===== src/rtl/uart_rx_framer.sv =====
// UART receive framer: start/data/[parity]/stop deframing at OVERSAMPLE x baud, with glitch reject and break handling.
// Latency: 2-cycle input synchronizer; data_out/flags/valid_out update one clk_in after the mid-stop-bit sample.
// Backpressure: none, valid_out is a one-cycle pulse and the word holds until the next frame overwrites it.
// Optional even parity bit enabled by defining UART_RX_FRAMER_PARITY_EN.
module uart_rx_framer #(
    parameter int OVERSAMPLE = 16,
    parameter int DATA_BITS  = 8
) (
    input  logic                 clk_in,
    input  logic                 rst_n_in,
    input  logic                 sample_tick_in,
    input  logic                 rx_in,
    output logic [DATA_BITS-1:0] data_out,
    output logic                 valid_out,
    output logic                 frame_err_out,
    output logic                 parity_err_out,
    output logic                 busy_out
);

    localparam int CNT_W = $clog2(OVERSAMPLE);
    localparam int BIT_W = $clog2(DATA_BITS);

    localparam logic [CNT_W-1:0] CNT_HALF = CNT_W'(OVERSAMPLE / 2 - 1);
    localparam logic [CNT_W-1:0] CNT_FULL = CNT_W'(OVERSAMPLE - 1);
    localparam logic [BIT_W-1:0] BIT_LAST = BIT_W'(DATA_BITS - 1);

`ifdef UART_RX_FRAMER_PARITY_EN
    typedef enum logic [2:0] {
        IDLE   = 3'd0,
        START  = 3'd1,
        DATA   = 3'd2,
        PARITY = 3'd3,
        STOP   = 3'd4
    } state_t;
`else
    typedef enum logic [1:0] {
        IDLE  = 2'd0,
        START = 2'd1,
        DATA  = 2'd2,
        STOP  = 2'd3
    } state_t;
`endif

    logic                 rx_meta;
    logic                 rx_s;

    state_t               state_q, state_d;
    logic [CNT_W-1:0]     cnt_q, cnt_d;
    logic [BIT_W-1:0]     bit_q, bit_d;
    logic [DATA_BITS-1:0] shift_q, shift_d;
    // Set once the line has been seen high; a break clears it so a held-low
    // line cannot immediately retrigger a new frame.
    logic                 armed_q, armed_d;
    logic                 stop_q, stop_d;
    logic                 done_q, done_d;
`ifdef UART_RX_FRAMER_PARITY_EN
    logic                 par_q, par_d;
`endif

    // Two-flop synchronizer; flops reset to the idle-high line level.
    always_ff @(posedge clk_in) begin
        if (!rst_n_in) begin
            rx_meta <= 1'b1;
            rx_s    <= 1'b1;
        end else begin
            rx_meta <= rx_in;
            rx_s    <= rx_meta;
        end
    end

    // State and counter registers.
    always_ff @(posedge clk_in) begin
        if (!rst_n_in) begin
            state_q <= IDLE;
            cnt_q   <= '0;
            bit_q   <= '0;
            shift_q <= '0;
            armed_q <= 1'b0;
            stop_q  <= 1'b0;
            done_q  <= 1'b0;
`ifdef UART_RX_FRAMER_PARITY_EN
            par_q   <= 1'b0;
`endif
        end else begin
            state_q <= state_d;
            cnt_q   <= cnt_d;
            bit_q   <= bit_d;
            shift_q <= shift_d;
            armed_q <= armed_d;
            stop_q  <= stop_d;
            done_q  <= done_d;
`ifdef UART_RX_FRAMER_PARITY_EN
            par_q   <= par_d;
`endif
        end
    end

    // Next-state logic; everything advances only on sample ticks.
    always_comb begin
        state_d = state_q;
        cnt_d   = cnt_q;
        bit_d   = bit_q;
        shift_d = shift_q;
        armed_d = armed_q;
        stop_d  = stop_q;
        done_d  = 1'b0;
`ifdef UART_RX_FRAMER_PARITY_EN
        par_d   = par_q;
`endif
        if (sample_tick_in) begin
            if (rx_s) begin
                armed_d = 1'b1;
            end
            case (state_q)
                IDLE: begin
                    if (!rx_s && armed_q) begin
                        state_d = START;
                        cnt_d   = '0;
                    end
                end
                START: begin
                    if (cnt_q == CNT_HALF) begin
                        // Mid start bit: still low means a real frame, else a glitch.
                        cnt_d   = '0;
                        bit_d   = '0;
                        state_d = rx_s ? IDLE : DATA;
                    end else begin
                        cnt_d = cnt_q + 1'b1;
                    end
                end
                DATA: begin
                    if (cnt_q == CNT_FULL) begin
                        cnt_d   = '0;
                        shift_d = {rx_s, shift_q[DATA_BITS-1:1]};
                        if (bit_q == BIT_LAST) begin
                            bit_d   = '0;
`ifdef UART_RX_FRAMER_PARITY_EN
                            state_d = PARITY;
`else
                            state_d = STOP;
`endif
                        end else begin
                            bit_d = bit_q + 1'b1;
                        end
                    end else begin
                        cnt_d = cnt_q + 1'b1;
                    end
                end
`ifdef UART_RX_FRAMER_PARITY_EN
                PARITY: begin
                    if (cnt_q == CNT_FULL) begin
                        cnt_d   = '0;
                        par_d   = rx_s;
                        state_d = STOP;
                    end else begin
                        cnt_d = cnt_q + 1'b1;
                    end
                end
`endif
                STOP: begin
                    if (cnt_q == CNT_FULL) begin
                        // Return to IDLE mid stop bit so the next start edge is caught.
                        cnt_d   = '0;
                        stop_d  = rx_s;
                        done_d  = 1'b1;
                        state_d = IDLE;
                        if (!rx_s) begin
                            armed_d = 1'b0;
                        end
                    end else begin
                        cnt_d = cnt_q + 1'b1;
                    end
                end
                default: begin
                    state_d = IDLE;
                    cnt_d   = '0;
                    bit_d   = '0;
                end
            endcase
        end
    end

    // Publish the completed word and its flags one cycle after the stop sample.
    always_ff @(posedge clk_in) begin
        if (!rst_n_in) begin
            data_out      <= '0;
            valid_out     <= 1'b0;
            frame_err_out <= 1'b0;
        end else begin
            valid_out <= done_q;
            if (done_q) begin
                data_out      <= shift_q;
                frame_err_out <= ~stop_q;
            end
        end
    end

`ifdef UART_RX_FRAMER_PARITY_EN
    // Even parity: data bits XOR parity bit must be zero.
    always_ff @(posedge clk_in) begin
        if (!rst_n_in) begin
            parity_err_out <= 1'b0;
        end else if (done_q) begin
            parity_err_out <= (^shift_q) ^ par_q;
        end
    end
`else
    assign parity_err_out = 1'b0;
`endif

    assign busy_out = (state_q != IDLE);

endmodule

===== config.mk =====
export PLATFORM = sky130hd
export DESIGN_NAME = uart_rx_framer
export DESIGN_NICKNAME = d
export VERILOG_FILES = /design/src/rtl/uart_rx_framer.sv
export SDC_FILE = /design/constraint.sdc
export NUM_CORES = 1
export LEC_CHECK = 0
export BUFFER_PORTS_ARGS = -buffer_cell sky130_fd_sc_hd__buf_2
export CAP_MARGIN = 20
export CORE_UTILIZATION = 55
export CTS_CLUSTER_SIZE = 25
export DETAILED_ROUTE_END_ITERATION = 8
export GPL_TIMING_DRIVEN = 0
export PLACE_DENSITY = 0.77
export SYNTH_ARGS = -nofsm -noshare
export SYNTH_HDL_FRONTEND = slang
export SYNTH_SLANG_ARGS = --single-unit

===== constraint.sdc =====
create_clock -name clk_in -period 1.8 [get_ports clk_in]
set_clock_uncertainty 0.05 [all_clocks]
set_input_delay 0.09 -clock clk_in [delete_from_list [all_inputs] [get_ports clk_in]]
set_output_delay 0.09 -clock clk_in [all_outputs]
set_load 0.01 [all_outputs]

==> metrics.csv <==
metric,value,unit
top routing layer used,met4,
top-area cell type share of the netlist area,46.63,%
die area,2702,µm²
Max-Cap Viols,0,
"Seq/Total Area, Yosys",46.63,%
Max Clock Freq,636.7,MHz
Async SR Flop Fraction,0,%
CTS tree,built,
yosys warns,0,
Clock Root Buffer,clkbuf_4,
GR Overflow Total,0,
NumNets Final,164,
routed length per instance,12.94,µm
vias per cell,5.290,
total core area,2276,µm²
syn_nets,140,
wire length on met1,1079,µm
Setup-failing EPs final,0,
"Req. time, crit path",1.98,ns
post-synthesis simple-gate area fraction,22.50,%
Main synth FF type,dfxtp_1,
pwr/cell area,810.4,nW/µm²
initial antenna violation count,0,
Hold Path Cell Cnt,3,
GRT Overall Usage,21.03,%
synth top area cells,"dfxtp_1, mux2i_1, nor2b_1, ha_1, o211a_1",
setup TNS,0,ns
Residual DRC,0,
worst min-delay path class,input pin to flop,
final hold vios,0,
layout cells sized above 1,19.62,%
router iterations before antenna repair,4,
post-synthesis cell count,133,
Post CTS Setup Buffer Count,0,
"EDFF count, synth",0,
first-pass GRT wire length,4008,µm
Placement Cell Area,1479,µm²
Layout Area Growth over Synthesis,15.39,%
H-Tree Depth,2,
met2 routed WL,1181,µm
Die W,51.98,µm
Tcrit/Tclk final,87.25,%
"count leader, synth",dfxtp_1,
Detailed Route WL,2406,µm
Final Total Pwr,1.285,mW
mux share of post-synthesis cell area,15.30,%
synthesized area per cell,10.33,µm²
Leak,0.6697,nW
register bit total from synthesis,32,
Synth Area in Adders,2.732,%
CP endpoint kind,flop,
"Distinct cells, synth",36,
fillers,180,
post-route cell area,1585,µm²
total number of vias,984,
compound-cell area share of the yosys netlist,7.559,%
# port buffers,14,
row count,17,
run status,completed,
Final GP Congestion,0.7325,
Iteration-0 DRC Markers,7,
main combinational cell family by area after synthesis,simple AND/OR/NAND/NOR gates,
Hold Buf Count CTS,3,
initial core utilization,60.36,%
Die Height,51.98,µm
xor and xnor area share after synthesis,0.6375,%
WHS,0.06755,ns
Worst R2R Path Depth,6,
clock buffer depth,2,
antenna violation net count after detailed routing,0,
CP startpoint kind,flop,
Clock transition at path regs,0.10,ns
most instantiated cells after synthesis,"dfxtp_1, nor2b_1, mux2i_1",
Peak VDD IR,686.6,µV
Worst-Skew Late Latency,0.33,ns
Clock Sinks,32,
number of CTS-inserted buffers,5,
crit path max fanout,8,
Post-Syn Area,1374,µm²
critical setup path kind,flop to flop,
max-slew violation count,0,
met3 wire len,103,µm
post-CTS resize count,0,
# diodes,0,
pin count of the biggest net entering global routing,11,
num ports,16,
HPWL reported at the end of detailed placement,1697,µm
post-synth top area cell,dfxtp_1,
vias in the first global route,923,
minimum clock period,1.570,ns
RSZ-0062 raised after global routing,no,
Crit path arrival time,1.75,ns
flop2flop setup slack,0.23,ns
==> critical path: stages (launching register included) <==
cell and delay [ns]:
dfxtp_1 0.37, ha_1 0.22, and3_2 0.25, and2_1 0.15, buf_6 0.16, mux2i_1 0.22
nor2b_1 0.06
==> metrics by stage <==
step	setup WS [ns]	instances	utilization (%)
after global placement	0.2938	175	64.98
after CTS	0.2415	186	69.65
final	0.2295	186	69.65
after global routing	0.1030	186	69.65
after floorplan	0.3915	133	-
after detailed placement	0.2570	175	64.98
==> report_power, final <==
| group | total (mW) | internal (mW) | leakage [nW] | switching [mW] |
|---|---|---|---|---|
| Combinational | 0.0420 | 0.0221 | 0.369 | 0.0199 |
| Sequential | 0.715 | 0.712 | 0.258 | 0.00313 |
| Clock | 0.528 | 0.291 | 0.0422 | 0.237 |
| Total | 1.28 | 1.02 | 0.670 | 0.260 |
==> flip-flops by register name, indices dropped and copies added, names as in the netlist, named ones only <==
register	cells
frame_err_out	1
armed_q	1
bit_q	3
data_out	8
valid_out	1
stop_q	1
rx_s	1
rx_meta	1
done_q	1
cnt_q	4
state_q	1
shift_q	8
==> cell usage in the layout (no fill, tap or decap), drive strengths merged, types with 3 or more instances in the layout <==
| cell type | instances |
|---|---|
| dfxtp | 32 |
| clkbuf | 9 |
| o21ai | 3 |
| and3 | 3 |
| nor2b | 24 |
| dlygate4sd3 | 3 |
| and2 | 3 |
| mux2i | 21 |
| ha | 3 |
| nor2 | 4 |
| buf | 20 |
| nand2 | 5 |
==> path summary, 6_finish.rpt <==
path                endpoint      startpoint
setup / recovery  shift_q[0]        cnt_q[1]
hold reg to reg         rx_s         rx_meta
setup reg to reg  shift_q[0]        cnt_q[1]
hold / removal      cnt_q[2]  sample_tick_in
==> per-layer routing <==
layer  track usage [%]  up-vias
li1                  -      500
met5                 0        -
met2             36.32       18
met1             23.01      459
met4             8.108        0
met3             7.895        7
==> kinds of logic (layout without fill, tap and decap cells) <==
logic type,after synthesis,count (layout)
simple gates,51,51
mux,21,21
other cells,1,1
buf+inv,11,36
xor+xnor,1,1
flops,32,32
compound gates,13,13
fa+ha+maj,3,3
==> area by class of cell <==
type / count / area [µm²] / area share (%)
plain buffers: 9 / 52.55 / 3.315
repair buffers: 17 / 100.1 / 6.314
inverters: 2 / 7.507 / 0.4736
flip-flops and latches: 32 / 640.6 / 40.41
multi-input cells: 90 / 673.1 / 42.46
clock buffers: 6 / 41.29 / 2.605
clock inverters: 2 / 35.03 / 2.210
well taps: 28 / 35.03 / 2.210
(Power assumes the default switching activity.)
